File: config.mk
export PLATFORM = sky130hd
export DESIGN_NAME = cmd_frame_wrapper_flat
export DESIGN_NICKNAME = d
export VERILOG_FILES = /design/src/rtl/cmd_frame_wrapper_if.sv /design/src/rtl/cmd_frame_wrapper.sv /design/src/flat_wrapper.sv
export SDC_FILE = /design/constraint.sdc
export NUM_CORES = 1
export LEC_CHECK = 0
export ABC_AREA = 1
export CORE_ASPECT_RATIO = 1.75
export CORE_MARGIN = 8
export CORE_UTILIZATION = 48
export DETAILED_ROUTE_END_ITERATION = 8
export PLACE_DENSITY = 0.76
export SETUP_SLACK_MARGIN = 0.1
export SLEW_MARGIN = 10
export SYNTH_ARGS = -nofsm -noshare
export SYNTH_HDL_FRONTEND = slang
export SYNTH_SLANG_ARGS = --single-unit
File: constraint.sdc
create_clock -name clk -period 1.45 [get_ports clk]
set_input_delay 0.435 -clock clk [delete_from_list [all_inputs] [get_ports clk]]
set_output_delay 0.435 -clock clk [all_outputs]
set_load 0.01 [all_outputs]
File: src/rtl/cmd_frame_wrapper_if.sv
// Bus between the copter UART transceiver, the frame wrapper and cmd_cfg.
// slave is the wrapper's view; master is the surrounding system's view.
interface cmd_frame_wrapper_if;
  logic        rx_rdy;
  logic [7:0]  rx_data;
  logic        clr_rx_rdy;
  logic [7:0]  cmd;
  logic [15:0] data;
  logic        cmd_rdy;
  logic        clr_cmd_rdy;
  logic [7:0]  resp;
  logic        send_resp;
  logic [7:0]  tx_data;
  logic        trmt;
  logic        tx_done;
  logic        resp_sent;
  logic        frame_err;

  modport slave (
    input  rx_rdy, rx_data, clr_cmd_rdy, resp, send_resp, tx_done,
    output clr_rx_rdy, cmd, data, cmd_rdy, tx_data, trmt, resp_sent, frame_err
  );

  modport master (
    output rx_rdy, rx_data, clr_cmd_rdy, resp, send_resp, tx_done,
    input  clr_rx_rdy, cmd, data, cmd_rdy, tx_data, trmt, resp_sent, frame_err
  );
endinterface

File: src/rtl/cmd_frame_wrapper.sv
// Builds 3-byte wireless frames into cmd/data and returns single-byte
// responses to the UART transmitter through a 1-deep pending buffer.
//
// RX state | meaning
// ---------+--------------------------------------------
// RX_IDLE  | waiting for the command byte
// RX_HI    | command held, waiting for data high byte
// RX_LO    | data high held, waiting for data low byte
//
// TX state | meaning
// ---------+--------------------------------------------
// TX_IDLE  | transmitter free
// TX_BUSY  | byte in flight, waiting for tx_done
module cmd_frame_wrapper #(
  parameter int TIMEOUT_CYC = 65536,
  parameter int TMO_W       = 17
) (
  input logic clk,
  input logic rst_n,
  cmd_frame_wrapper_if.slave bus
);

  typedef enum logic [1:0] {RX_IDLE, RX_HI, RX_LO} rx_state_t;
  typedef enum logic       {TX_IDLE, TX_BUSY}      tx_state_t;

  localparam logic [TMO_W-1:0] TMO_LAST = TMO_W'(TIMEOUT_CYC - 1);

  rx_state_t        rx_state_q, rx_state_d;
  logic [7:0]       shadow_cmd_q, shadow_cmd_d;
  logic [7:0]       shadow_hi_q, shadow_hi_d;
  logic [7:0]       cmd_q, cmd_d;
  logic [15:0]      data_q, data_d;
  logic             cmd_rdy_q, cmd_rdy_d;
  logic [TMO_W-1:0] tmo_cnt_q, tmo_cnt_d;
  logic             clr_rx_rdy, frame_err;

  tx_state_t        tx_state_q, tx_state_d;
  logic [7:0]       tx_data_q, tx_data_d;
  logic             trmt_q, trmt_d;
  logic [7:0]       pending_q, pending_d;
  logic             pending_vld_q, pending_vld_d;
  logic             resp_sent;

  always_ff @(posedge clk) begin
    if (!rst_n) begin
      rx_state_q    <= RX_IDLE;
      shadow_cmd_q  <= '0;
      shadow_hi_q   <= '0;
      cmd_q         <= '0;
      data_q        <= '0;
      cmd_rdy_q     <= 1'b0;
      tmo_cnt_q     <= '0;
      tx_state_q    <= TX_IDLE;
      tx_data_q     <= '0;
      trmt_q        <= 1'b0;
      pending_q     <= '0;
      pending_vld_q <= 1'b0;
    end else begin
      rx_state_q    <= rx_state_d;
      shadow_cmd_q  <= shadow_cmd_d;
      shadow_hi_q   <= shadow_hi_d;
      cmd_q         <= cmd_d;
      data_q        <= data_d;
      cmd_rdy_q     <= cmd_rdy_d;
      tmo_cnt_q     <= tmo_cnt_d;
      tx_state_q    <= tx_state_d;
      tx_data_q     <= tx_data_d;
      trmt_q        <= trmt_d;
      pending_q     <= pending_d;
      pending_vld_q <= pending_vld_d;
    end
  end

  // Strobes are gated by rst_n so a byte offered during reset is not acked.
  always_comb begin
    rx_state_d   = rx_state_q;
    shadow_cmd_d = shadow_cmd_q;
    shadow_hi_d  = shadow_hi_q;
    cmd_d        = cmd_q;
    data_d       = data_q;
    cmd_rdy_d    = cmd_rdy_q;
    tmo_cnt_d    = tmo_cnt_q;
    clr_rx_rdy   = 1'b0;
    frame_err    = 1'b0;

    if (bus.clr_cmd_rdy) cmd_rdy_d = 1'b0;

    case (rx_state_q)
      RX_IDLE: begin
        tmo_cnt_d = '0;
        if (bus.rx_rdy) begin
          clr_rx_rdy   = rst_n;
          shadow_cmd_d = bus.rx_data;
          cmd_rdy_d    = 1'b0;
          rx_state_d   = RX_HI;
        end
      end
      RX_HI, RX_LO: begin
        if (bus.rx_rdy) begin
          clr_rx_rdy = rst_n;
          tmo_cnt_d  = '0;
          if (rx_state_q == RX_HI) begin
            shadow_hi_d = bus.rx_data;
            rx_state_d  = RX_LO;
          end else begin
            cmd_d      = shadow_cmd_q;
            data_d     = {shadow_hi_q, bus.rx_data};
            cmd_rdy_d  = 1'b1;
            rx_state_d = RX_IDLE;
          end
        end else if (tmo_cnt_q == TMO_LAST) begin
          frame_err    = rst_n;
          shadow_cmd_d = '0;
          shadow_hi_d  = '0;
          tmo_cnt_d    = '0;
          rx_state_d   = RX_IDLE;
        end else begin
          tmo_cnt_d = tmo_cnt_q + TMO_W'(1);
        end
      end
      default: rx_state_d = RX_IDLE;
    endcase
  end

  // A response requested alongside tx_done is the newest, so it goes out next.
  always_comb begin
    tx_state_d    = tx_state_q;
    tx_data_d     = tx_data_q;
    trmt_d        = 1'b0;
    pending_d     = pending_q;
    pending_vld_d = pending_vld_q;
    resp_sent     = 1'b0;

    case (tx_state_q)
      TX_IDLE: begin
        if (bus.send_resp) begin
          tx_data_d  = bus.resp;
          trmt_d     = 1'b1;
          tx_state_d = TX_BUSY;
        end
      end
      TX_BUSY: begin
        if (bus.tx_done) begin
          resp_sent = rst_n;
          if (bus.send_resp) begin
            pending_d     = bus.resp;
            pending_vld_d = 1'b0;
            tx_data_d     = bus.resp;
            trmt_d        = 1'b1;
          end else if (pending_vld_q) begin
            pending_vld_d = 1'b0;
            tx_data_d     = pending_q;
            trmt_d        = 1'b1;
          end else begin
            tx_state_d = TX_IDLE;
          end
        end else if (bus.send_resp) begin
          pending_d     = bus.resp;
          pending_vld_d = 1'b1;
        end
      end
      default: tx_state_d = TX_IDLE;
    endcase
  end

  assign bus.clr_rx_rdy = clr_rx_rdy;
  assign bus.frame_err  = frame_err;
  assign bus.cmd        = cmd_q;
  assign bus.data       = data_q;
  assign bus.cmd_rdy    = cmd_rdy_q;
  assign bus.tx_data    = tx_data_q;
  assign bus.trmt       = trmt_q;
  assign bus.resp_sent  = resp_sent;

endmodule

File: src/flat_wrapper.sv
// flat-port wrapper written by rule: the top's interface ports become plain ports
module cmd_frame_wrapper_flat 
#(
  parameter int TIMEOUT_CYC = 65536,
  parameter int TMO_W       = 17
)
  (clk, rst_n, bus_rx_rdy, bus_rx_data, bus_clr_cmd_rdy, bus_resp, bus_send_resp, bus_tx_done, bus_clr_rx_rdy, bus_cmd, bus_data, bus_cmd_rdy, bus_tx_data, bus_trmt, bus_resp_sent, bus_frame_err);
  cmd_frame_wrapper_if bus_i ();
  input logic clk;
  input logic rst_n;
  input wire logic [$bits(bus_i.rx_rdy)-1:0] bus_rx_rdy;
  input wire logic [$bits(bus_i.rx_data)-1:0] bus_rx_data;
  input wire logic [$bits(bus_i.clr_cmd_rdy)-1:0] bus_clr_cmd_rdy;
  input wire logic [$bits(bus_i.resp)-1:0] bus_resp;
  input wire logic [$bits(bus_i.send_resp)-1:0] bus_send_resp;
  input wire logic [$bits(bus_i.tx_done)-1:0] bus_tx_done;
  output wire logic [$bits(bus_i.clr_rx_rdy)-1:0] bus_clr_rx_rdy;
  output wire logic [$bits(bus_i.cmd)-1:0] bus_cmd;
  output wire logic [$bits(bus_i.data)-1:0] bus_data;
  output wire logic [$bits(bus_i.cmd_rdy)-1:0] bus_cmd_rdy;
  output wire logic [$bits(bus_i.tx_data)-1:0] bus_tx_data;
  output wire logic [$bits(bus_i.trmt)-1:0] bus_trmt;
  output wire logic [$bits(bus_i.resp_sent)-1:0] bus_resp_sent;
  output wire logic [$bits(bus_i.frame_err)-1:0] bus_frame_err;
  assign bus_i.rx_rdy = bus_rx_rdy;
  assign bus_i.rx_data = bus_rx_data;
  assign bus_i.clr_cmd_rdy = bus_clr_cmd_rdy;
  assign bus_i.resp = bus_resp;
  assign bus_i.send_resp = bus_send_resp;
  assign bus_i.tx_done = bus_tx_done;
  assign bus_clr_rx_rdy = bus_i.clr_rx_rdy;
  assign bus_cmd = bus_i.cmd;
  assign bus_data = bus_i.data;
  assign bus_cmd_rdy = bus_i.cmd_rdy;
  assign bus_tx_data = bus_i.tx_data;
  assign bus_trmt = bus_i.trmt;
  assign bus_resp_sent = bus_i.resp_sent;
  assign bus_frame_err = bus_i.frame_err;
  cmd_frame_wrapper #(.TIMEOUT_CYC(TIMEOUT_CYC), .TMO_W(TMO_W)) u_core (.clk(clk), .rst_n(rst_n), .bus(bus_i));
endmodule
==> run summary, run 1 <==
Register area: 0.001625 mm2. Pin count of the biggest net entering global routing: 41. The run gives 9 as the CTS buffer count. The number of top-level design ports was 59. The critical path is of the register to output pin type. The run gives 0 as the number of routed nets with antenna violations. The flow ran to the end, but the final reports show violations. The Yosys step of the flow raised 0 warnings. The clock net in this run drives a total of 79 sinks.

For the synthesized cell area, the log shows 0.003468 mm2. The checks that failed: negative setup slack. After synthesis the netlist holds a flip-flop and latch count of 79.

Synthesis handed over a netlist of 433 instances. Dividing the detail-routed wire length by the instance count gives 21.28 um. The met3 track demand over resource was 0.06285; the peak ir drop on the vdd network was 0.9524 mV. The sequential-to-total area share from yosys stat was 0.4560. The tool flagged a number of max-cap violations equal to 0. Setup violations remaining at the end of the flow were counted as 61.

The layout-stage area growth over the synthesis result was 74.13%. The logs give 460 for the post-synthesis net count and 0.5727 for the remaining max-slew budget at the tightest pin. After detailed routing, the number of vias per cell comes to 5.712. The die covers 0.01031 mm2.

Area of the multi-input gates: 0.002429 mm2. The logs give 37 for the number of unique standard cell types used by synthesis and 670 for the count of non-filler cells in the finished layout. For this run, the top clock speed supported by timing is 0.5306 GHz. The endpoint arrival time on the critical path is 1450 ps, and the clock-pin slew reported for the worst setup and hold paths after clock tree synthesis is 60 ps. STA classifies the critical path startpoint as a register.

The tools report the count of final max-slew check failures as 0. The initial antenna violation count came out at 0. The total of buffers placed on input and output ports was 58. The height of the chip was 128.5 um.

The worst-margin pin slew was 640.9 ps. The first global-routing pass estimated 18760 um of wire. The final layout contains 606 nets.

The tools report the global routing met2 resource utilization as 0.4419. The post-route core utilization was 0.8470; the time the final worst path needs with I/O delays and setup was 1885 ps. The width of the die was 80.26 um. For the worst endpoint required time, the log shows 1020 ps.

The number of antenna diodes in the final layout is 0. The top cell types in the final layout, fill and taps aside, are 66 x buf_4, 46 x dfxtp_1, 35 x nor2_1, 35 x a21oi_2, 32 x dfxtp_2. For this design the static power due to leakage is 0.002253 uW. The routed via count was 3827; the total non-filler cell area in the finished layout was 0.006040 mm2. The clock latency at the later pin of the worst-skew pair came out at 350 ps. Final estimated routing congestion in global placement: 0.8861.

TritonCTS built the clock tree. The post-placement cell count is 617, and the placed standard-cell area is 0.004633 mm2. Along the worst path, the maximum fanout reaches 3. The run gives 0.007131 mm2 as the area of the core. Setup repair after global routing could not meet its margin everywhere. Dividing total power by cell area gives a power density of 975.8 mW/mm2.

The placed wire-length estimate after detailed placement was 6619 um; the number of fill cells in the layout was 334. The total global-route track usage was 0.2373; the layout cell share with drive strength beyond 1 was 0.5925. No sink is reached through more buffers than the 2 on the longest clock path. In this run, the number of DRC markers left after iteration 0 of detailed routing was 285. The design draws 5894 uW. The first detailed-routing pass ran for 6 iterations. Buffers inserted to repair hold after CTS numbered 0. The share of the clock period used by the worst path came out at 1.300. The path category of the worst min-delay check was register to register.

The met1 track demand over resource is 0.2136. Wires add up to 14260 um. The hold violation total from the final report is 0, and the final worst setup slack is -434.7 ps. The synthesized area per cell works out to 8.010 um2. Between clock sinks in the finished design, the worst skew comes to 6.779 ps. The H-tree was split into 3 levels.

The worst setup path is captured at an output pin. For the number of global-route vias before repair, the log shows 3807. After floorplanning, the core was divided into 41 placement rows. The highest-utilization routing layer at the global route stage is met2. The global-route congestion overflow total is 0.

Number of design rule violations left after detail routing: 0. The most common cell after layout, fill and taps aside was buf_4. The logs give -828.7 ps for the post-placement worst setup slack and 0.4864 for the effective utilization at floorplan. The CTS root buffer is clkbuf_16.
[area by class of cell]
cell class / instances / share of cell area
Clock inverter: 4 / 0.008701
Multi-Input combinational cell: 304 / 0.4021
Inverter: 31 / 0.02486
Timing Repair Buffer: 154 / 0.2349
Clock buffer: 12 / 0.04247
Tap cell: 86 / 0.01782
Sequential cell: 79 / 0.2691
[metrics by stage]
step,setup TNS [ps],hold slack [ps]
6_report,-14470,451.2
5_1_grt,-17080,472.7
4_1_cts,-10130,452.7
3_5_place_dp,-31660,443.5
3_3_place_gp,-30570,438.3
2_1_floorplan,0,430.0
[per-layer routing]
metal | vias up | wire, um
li1 | 1743 | -
met1 | 1824 | 4919
met2 | 189 | 7614
met3 | 71 | 848
met4 | 0 | 877
met5 | - | 0
[what timing repair did]
action                                  4_1_cts  5_1_grt
cloned                                        7        0
endpoints found under the setup margin      105       99
pin swaps                                    28       30
buffers inserted                             19       18
resized for setup                           205      179
[synthesized netlist by cell type, drive strengths merged]
cell,n,share of area
a211oi,9,0.019
nand3b,1,0.0022
dfxtp,79,0.46
mux2i,1,0.0029
nand3,40,0.064
clkbuf,9,0.010
nand4,7,0.013
ha,5,0.018
inv,29,0.031
clkinv,2,0.0025
a32oi,1,0.0025
nor3,7,0.013
nand2,84,0.10
or2,3,0.0054
xor2,7,0.018
buf,12,0.027
xnor2,2,0.0051
a21oi,52,0.075
o21bai,1,0.0022
nor2,56,0.092
o21ai,23,0.033
a22oi,3,0.0065
[critical path, cell delays in order (launching register included)]
cell and delay, ps:
dfxtp_2 340, nand2_1 70, nor2_2 150, nand2_2 90, clkinv_1 90, nand3_4 80, nor3_4 120, buf_2 150
[path summary, 6_finish.rpt]
kind,to,startpoint,cells after the start,slack (ps)
max,bus_frame_err,u_core.tmo_cnt_q[15],7,-430
min,u_core.pending_q[6],u_core.pending_q[6],2,450
max reg2reg,u_core.shadow_hi_q[0],u_core.rx_state_q[0],11,-370
min reg2reg,u_core.pending_q[6],u_core.pending_q[6],2,450
[state kept, by name, indices dropped and copies added (netlist names)]
signal                cells
u_core.bus.trmt           1
u_core.tx_state_q         1
u_core.bus.tx_data        8
u_core.tmo_cnt_q         17
u_core.shadow_hi_q        8
u_core.pending_vld_q      1
u_core.pending_q          8
u_core.bus.cmd            8
u_core.rx_state_q         2
u_core.bus.cmd_rdy        1
u_core.shadow_cmd_q       8
u_core.bus.data          16
[kinds of logic after synthesis]
logic type | after synthesis | synth area share
buffers and inverters | 52 | 0.07143
AND/OR/NAND/NOR | 198 | 0.2900
adder cells (fa/ha/maj) | 5 | 0.01804
flip-flops | 79 | 0.4560
AO/OA/AOI/OAI | 89 | 0.1389
multiplexers | 1 | 0.002886
XOR/XNOR | 9 | 0.02273
[power breakdown]
| group | internal (uW) | switching [uW] |
|---|---|---|
| Clock | 1430 | 956 |
| Combinational | 525 | 642 |
| Sequential | 2260 | 71.8 |
| Total | 4220 | 1670 |
(Power assumes the default switching activity.)
==> run 2, diff against run 1 <==
Settings changed: CORE_UTILIZATION 48 to 45, PLACE_DENSITY 0.76 to 0.72.
==> run summary, run 2 (synthesized netlist as in run 1, its figures left out) <==
The count of final max-slew check failures came out at 0. The fraction of power spent switching nets was 0.2851; the internal power component was 4225 uW. The total global-route track usage came out at 0.2231. The total of buffers placed on input and output ports was 58; the number of cells on the worst reg-to-reg path was 9. From bottom edge to top edge, the die measures 132.1 um. Setup repair after global routing could not meet its margin everywhere. The number of fill cells in the layout is 377, and the count of endpoints failing setup in the final report is 62.

The CTS buffer count is 9. The final layout contains routed wiring with a total length of 15000 um. Mean number of vias per cell: 5.791. The total negative slack came out at -10590 ps. The layout-stage area growth over the synthesis result works out to 82.86%. The most critical setup path has its startpoint at u_core.tmo_cnt_q[0].

The tools report the number of design rule violations left after detail routing as 0. The clock latency at the later pin of the worst-skew pair is 350 ps, and the routed via count is 3926. The tools report the launch instance of the worst min-delay path as u_core.pending_q[4]. The layer flagged by global routing as most heavily used is met2.

On the critical path, the stage with the largest delay is an instance of dfxtp_2. Register name with the most flops: u_core.tmo_cnt_q. The floorplan step defined a die boundary enclosing 0.01088 mm2. The run gives 1020 ps as the worst endpoint required time. Timing would allow up to 0.5142 GHz. The first TritonRoute pass finished after 5 iterations. Along the worst path, the maximum fanout reaches 2. For the pin with the worst max-slew slack, the measured transition is 393.3 ps. In this run the power spent charging and discharging nets is 1685 uW.

Global routing met2 resource utilization: 0.3965. By startpoint and endpoint, the worst setup path is classified as register to output pin. The worst register-to-register path begins at u_core.rx_state_q[0]. The run gives 59 as the number of top-level design ports. The library cell appearing most often on the critical path was nand3_4. The remaining max-slew budget at the tightest pin came out at 0.7370.

Leaving out fill and tap cells, the most frequent cells in the layout are 58 x buf_4, 52 x dfxtp_1, 32 x a21oi_2. For the total inserted antenna cells, the log shows 0. The worst clock skew is 5.826 ps.

The post-route core utilization is 0.8440, and the post-placement worst setup slack is -788.9 ps. In this run the number of H-tree levels came out at 3. The logs give 0.206 for the power share of the combinational group and 0.395 for the share of power burned in registers. The number of max-cap violations was 0. The reg-to-reg critical path endpoint is u_core.shadow_hi_q[0].

The hold violation total from the final report was 0; the quantity of hold-fixing buffers added after cts was 0. The critical path goes through ha_4, nand3_4, nor2_4, nand3_4, nor3_4, buf_2. Clock-pin slew was measured on the worst setup and hold paths at 60 ps. The worst hold path passes through 2 cells. In the final routed layout, each cell accounts on average for 22.12 um.

The worst setup path is launched from a register. The count of standard-cell rows was 42. STA classifies the critical path endpoint as an output pin. The run gives 248 as the number of design-rule violations left by the first detailed-router iteration. In this run the horizontal extent of the chip is 82.37 um. For the post-layout total power, the log shows 5910 uW. The layout cell share with drive strength beyond 1 was 0.6271; the number of nets at the end of the flow was 612. TritonCTS built the clock tree. The endpoint arrival time on the critical path is 1510 ps.

The biggest cell delay along the critical path is 350 ps. Once detail routing completed, the nets flagged for antenna violations numbered 0. The peak ir drop on the vdd network was 0.8603 mV. The checks that failed: negative setup slack.

The clock drives 79 sinks. The logs give -494.7 ps for the final worst setup slack and 0.03962 for the met3 track demand over resource. Hold timing on the final database bottoms out at a slack of 455.2 ps.

Clock tree synthesis selected as its root buffer the cell clkbuf_16. The effective utilization at floorplan is 0.4615, and the number of global-route vias before repair is 3757. Entering global routing, the biggest net connects 31 pins. The library cell used most frequently in the layout, excluding fill and tap cells, is buf_4.

The tools report the area of the core as 0.007515 mm2. The critical path ends at bus_frame_err. Power spread over the standard cell area amounts to 931.8 mW/mm2. The first-pass GRT wire length came out at 18760 um. For the share of total power in the clock network, the log shows 0.399. Routability-driven placement finished with a final weighted congestion of 0.8900. The clock passes through at most 2 buffers. Summed over all layers, the global routing overflow is 0.

The slack of the worst reg-to-reg path came out at -250 ps. The share of the clock period used by the worst path is 1.341, and the flip-flop count of the largest register after layout is 17. Initial antenna violation count: 0.

The static leakage came out at 0.002335 uW. The met1 track demand over resource is 0.2239, and the time the final worst path needs with I/O delays and setup is 1945 ps. The HPWL after detailed placement is 6629 um. The worst hold path belongs to the class register to register. The flow ran to the end, but the final reports show violations.
==> run 2: cell count changes in the layout (fill, tap and decap cells not counted), sizes merged <==
cell           before  now
clkdlybuf4s15      12   16
buf               120  117
clkbuf             14   16
clkdlybuf4s50      17   19
clkinv              4    6
nand3              42   40
dlygate4sd2         1    2
dlymetal6s2s        1    0
or2                 3    4
==> run 2: how the worst min path moves through the flow <==
stage               slack, ps             endpoint
finish                    460  u_core.pending_q[4]
global route              480  u_core.bus.data[12]
CTS                       450  u_core.pending_q[4]
detailed placement        440  u_core.pending_q[4]
global placement          440  u_core.pending_q[4]
floorplan                 430  u_core.pending_q[0]
==> run 2: power by group through the flow <==
| stage | combinational (uW) | sequential (uW) | clock [uW] |
|---|---|---|---|
| finish | 1220 | 2330 | 2360 |
| global route | 1270 | 2340 | 2460 |
| CTS | 1040 | 2310 | 2320 |
| detailed placement | 697 | 2350 | 0 |
| global placement | 681 | 2350 | 0 |
| floorplan | 374 | 2370 | 0 |
==> run 2: metrics by stage <==
step                      std cells  area (um2)
final                           678        6342
after global routing            678        6342
after CTS                       664        5715
after detailed placement        618        4628
after global placement          618        4628
after floorplan                 433        3607
==> run 2: layer usage <==
| metal | vias up | wire length [um] |
|---|---|---|
| li1 | 1741 | - |
| met1 | 1929 | 4780 |
| met2 | 182 | 8493 |
| met3 | 74 | 858 |
| met4 | 0 | 865 |
| met5 | - | 0 |
==> run 2: repair_timing <==
item	in CTS	in global routing
gates cloned	8	1
resized for setup	221	180
pin swaps	34	54
buffers inserted	27	22
endpoints found under the setup margin	105	99
==> run 2: worst max-delay path, delay by kind of cell (launching register included) <==
kind | cells | cell delay [ps]
simple gates | 4 | 500
flops | 1 | 350
buf+inv | 1 | 160
fa+ha+maj | 1 | 150
==> run 2: area by class of cell <==
cell class                      instances  area [um2]  share of cell area
Sequential cell                        79        1618              0.2551
Timing Repair Buffer                  161        1633              0.2574
Multi-Input combinational cell        303        2544              0.4011
Clock inverter                          6       66.31             0.01046
Inverter                               31       132.6             0.02091
Clock buffer                           10       239.0             0.03768
Tap cell                               88       110.1             0.01736
==> edit, RTL diff (flow settings as in run 1) <==
Encoding of `rx_state_t`: now one-hot (3 bits for 3 states).
--- a/src/rtl/cmd_frame_wrapper.sv
+++ b/src/rtl/cmd_frame_wrapper.sv
@@ -22,3 +22,3 @@
 
-  typedef enum logic [1:0] {RX_IDLE, RX_HI, RX_LO} rx_state_t;
+  typedef enum logic [2:0] {RX_IDLE = 3'b001, RX_HI = 3'b010, RX_LO = 3'b100} rx_state_t;
   typedef enum logic       {TX_IDLE, TX_BUSY}      tx_state_t;
Formal check against the unedited RTL: no difference found for any inputs over 4 cycles, from zero or initial values and one cycle with rst_n low; so few cycles prove little.
==> edit against run 1 <==
The run still ends with setup timing left; worst hold slack better by 0.0024 ns; non-clock buffer count down 4; combinational power up 40%; worst setup slack lost 0.028 ns; final area shrank 0.68%; total power is 8.9% higher; wire length is 6.2% higher; area after synthesis is 2.6% higher; sequential cell count rose by 1; first-iteration DRC count is 0.70% lower; largest cell class unchanged.
==> edit: results (changes against run 1) <==
metric;value;unit;change
status;finished, violations left;;
failing checks;setup timing;;
DRT iter0 DRCs;283;;-0.70%
Final HPWL DP;6620;um;about the same
peak supply drop;0.000987;V;+3.6%
Overall Global Routing Usage;0.231;;-0.00591
R2R setup slack;-0.39;ns;-0.02 ns
vias in the first global route;3991;;+4.8%
hold path endpoint;u_core.bus.data[1]$_SDFFE_PN0P_;;
Commonest cells post-synth;dfxtp_1, nand2_1, inv_1, nor2_1, a21oi_1;;
gp weighted congestion;0.841;;-5.1%
Synth cell types;34;;-8.1%
number of filler cells placed in the layout;375;;+12%
placed instance count;660;;+7.0%
layout cell share with drive strength beyond 1;0.483;;-0.109
Critical-path top delay cell;dfxtp_4;;
top post-synthesis cells by area;dfxtp_1, a21oi_1, nand2_1, inv_1, nor2_1;;
final setup violation count;61;;unchanged
via/cell ratio;5.81;;+1.7%
layout net count;643;;+6.1%
R2R depth;11;;unchanged
crit-path max cell delay;0.37;ns;+0.03 ns
fin cells;711;;+6.1%
R2R Path Start;u_core.rx_state_q[2]$_SDFFE_PN0P_;;
hold slack;0.454;ns;+0.00244 ns
Hold Path Origin;u_core.bus.data[1]$_SDFFE_PN0P_;;
final worst slack;-0.463;ns;-0.0283 ns
crit path DAT;1.48;ns;+0.03 ns
LEAKAGE;2.46;nW;+9.0%
clock skew;0.00705;ns;+0.000271 ns
Placement Cell Area;4620;um^2;-0.38%
WL/cell;21.3;um;about the same
measured slew at the worst slew-check pin;0.614;ns;-0.0266 ns
first-pass GRT wire length;19000;um;+1.4%
Syn Area/Cell;7.46;um^2;-6.8%
largest net degree at the start of global routing;63;;+54%
reg-to-reg endpoint;u_core.tmo_cnt_q[9]$_SDFFE_PN0N_;;
Mapped Nets;500;;+8.7%
first-pass iteration count of the detailed router;7;;+1
edit: changes by cell type after synthesis, moves of 5 or more:
| cell | run 1 | this run |
|---|---|---|
| nand2_1 | 72 | 65 |
| nand3_1 | 37 | 29 |
| nor2_4 | 13 | 0 |
| nor2_2 | 4 | 9 |
| nor2_1 | 39 | 61 |
| inv_1 | 25 | 62 |
| o21ai_0 | 23 | 42 |
edit: logic make-up (layout without fill, tap and decap cells):
family	Yosys count	count (layout)	synth area share
simple gates	190	194	0.254
compound gates	107	107	0.159
fa+ha+maj	1	1	0.00351
flops	80	80	0.450
mux	1	1	0.00281
xor+xnor	9	9	0.0221
buf+inv	89	233	0.109
edit: metal layers:
layer | wire [um] | GRT usage | part of all wire
met1 | 5070 | 0.221 | 0.33
met4 | 1070 | 0.120 | 0.070
met2 | 7870 | 0.440 | 0.52
met3 | 1150 | 0.0489 | 0.076
met5 | 0 | 0 | 0
edit: worst max-delay path by stage:
stage,startpoint,end,slack [ns]
after CTS,u_core.tmo_cnt_q[0]$_SDFFE_PN0N_,bus_frame_err,-0.39
after detailed placement,bus_rx_rdy,bus_frame_err,-0.72
after floorplan,u_core.tmo_cnt_q[0]$_SDFFE_PN0N_,bus_frame_err,0.01
final,u_core.tmo_cnt_q[0]$_SDFFE_PN0N_,bus_frame_err,-0.46
after global placement,bus_rx_rdy,bus_frame_err,-0.72
after global routing,u_core.tmo_cnt_q[15]$_SDFFE_PN0N_,bus_frame_err,-0.53
edit: layout make-up:
class / count / area share
inverters: 67 / 0.0436
multi-input cells: 312 / 0.375
clock inverters: 6 / 0.00980
clock buffers: 10 / 0.0398
repair buffers: 150 / 0.242
flip-flops and latches: 80 / 0.271
well taps: 86 / 0.0179
edit: per-stage QoR:
| step | setup WS [ns] | setup TNS (ns) |
|---|---|---|
| 3_3_place_gp | -0.718 | -26.34 |
| 6_report | -0.463 | -11.36 |
| 2_1_floorplan | 0.0126 | 0 |
| 4_1_cts | -0.392 | -10.09 |
| 3_5_place_dp | -0.723 | -28.27 |
| 5_1_grt | -0.527 | -14.20 |
edit: power by group:
group          switching, W  internal, W
clock network      0.000939      0.00137
logic              0.000943     0.000702
registers          0.000118      0.00234
edit: worst reg2reg max path, stage by stage, from the launching register on:
cell and delay [ns]:
dfxtp_4 0.37, inv_4 0.08, buf_6 0.11, nand3_4 0.08, nand3_4 0.08, buf_4 0.11
buf_6 0.19, nand3_1 0.18, nor2_1 0.24, nand2_1 0.12, nand3_1 0.10, nor2_1 0.07
edit: repair_timing:
action	4_1_cts	5_1_grt
hold buffers	0	0
cloned	6	5
gates resized for setup	222	141
setup endpoints to repair	106	102
buffers inserted	22	15
pin swaps	17	35
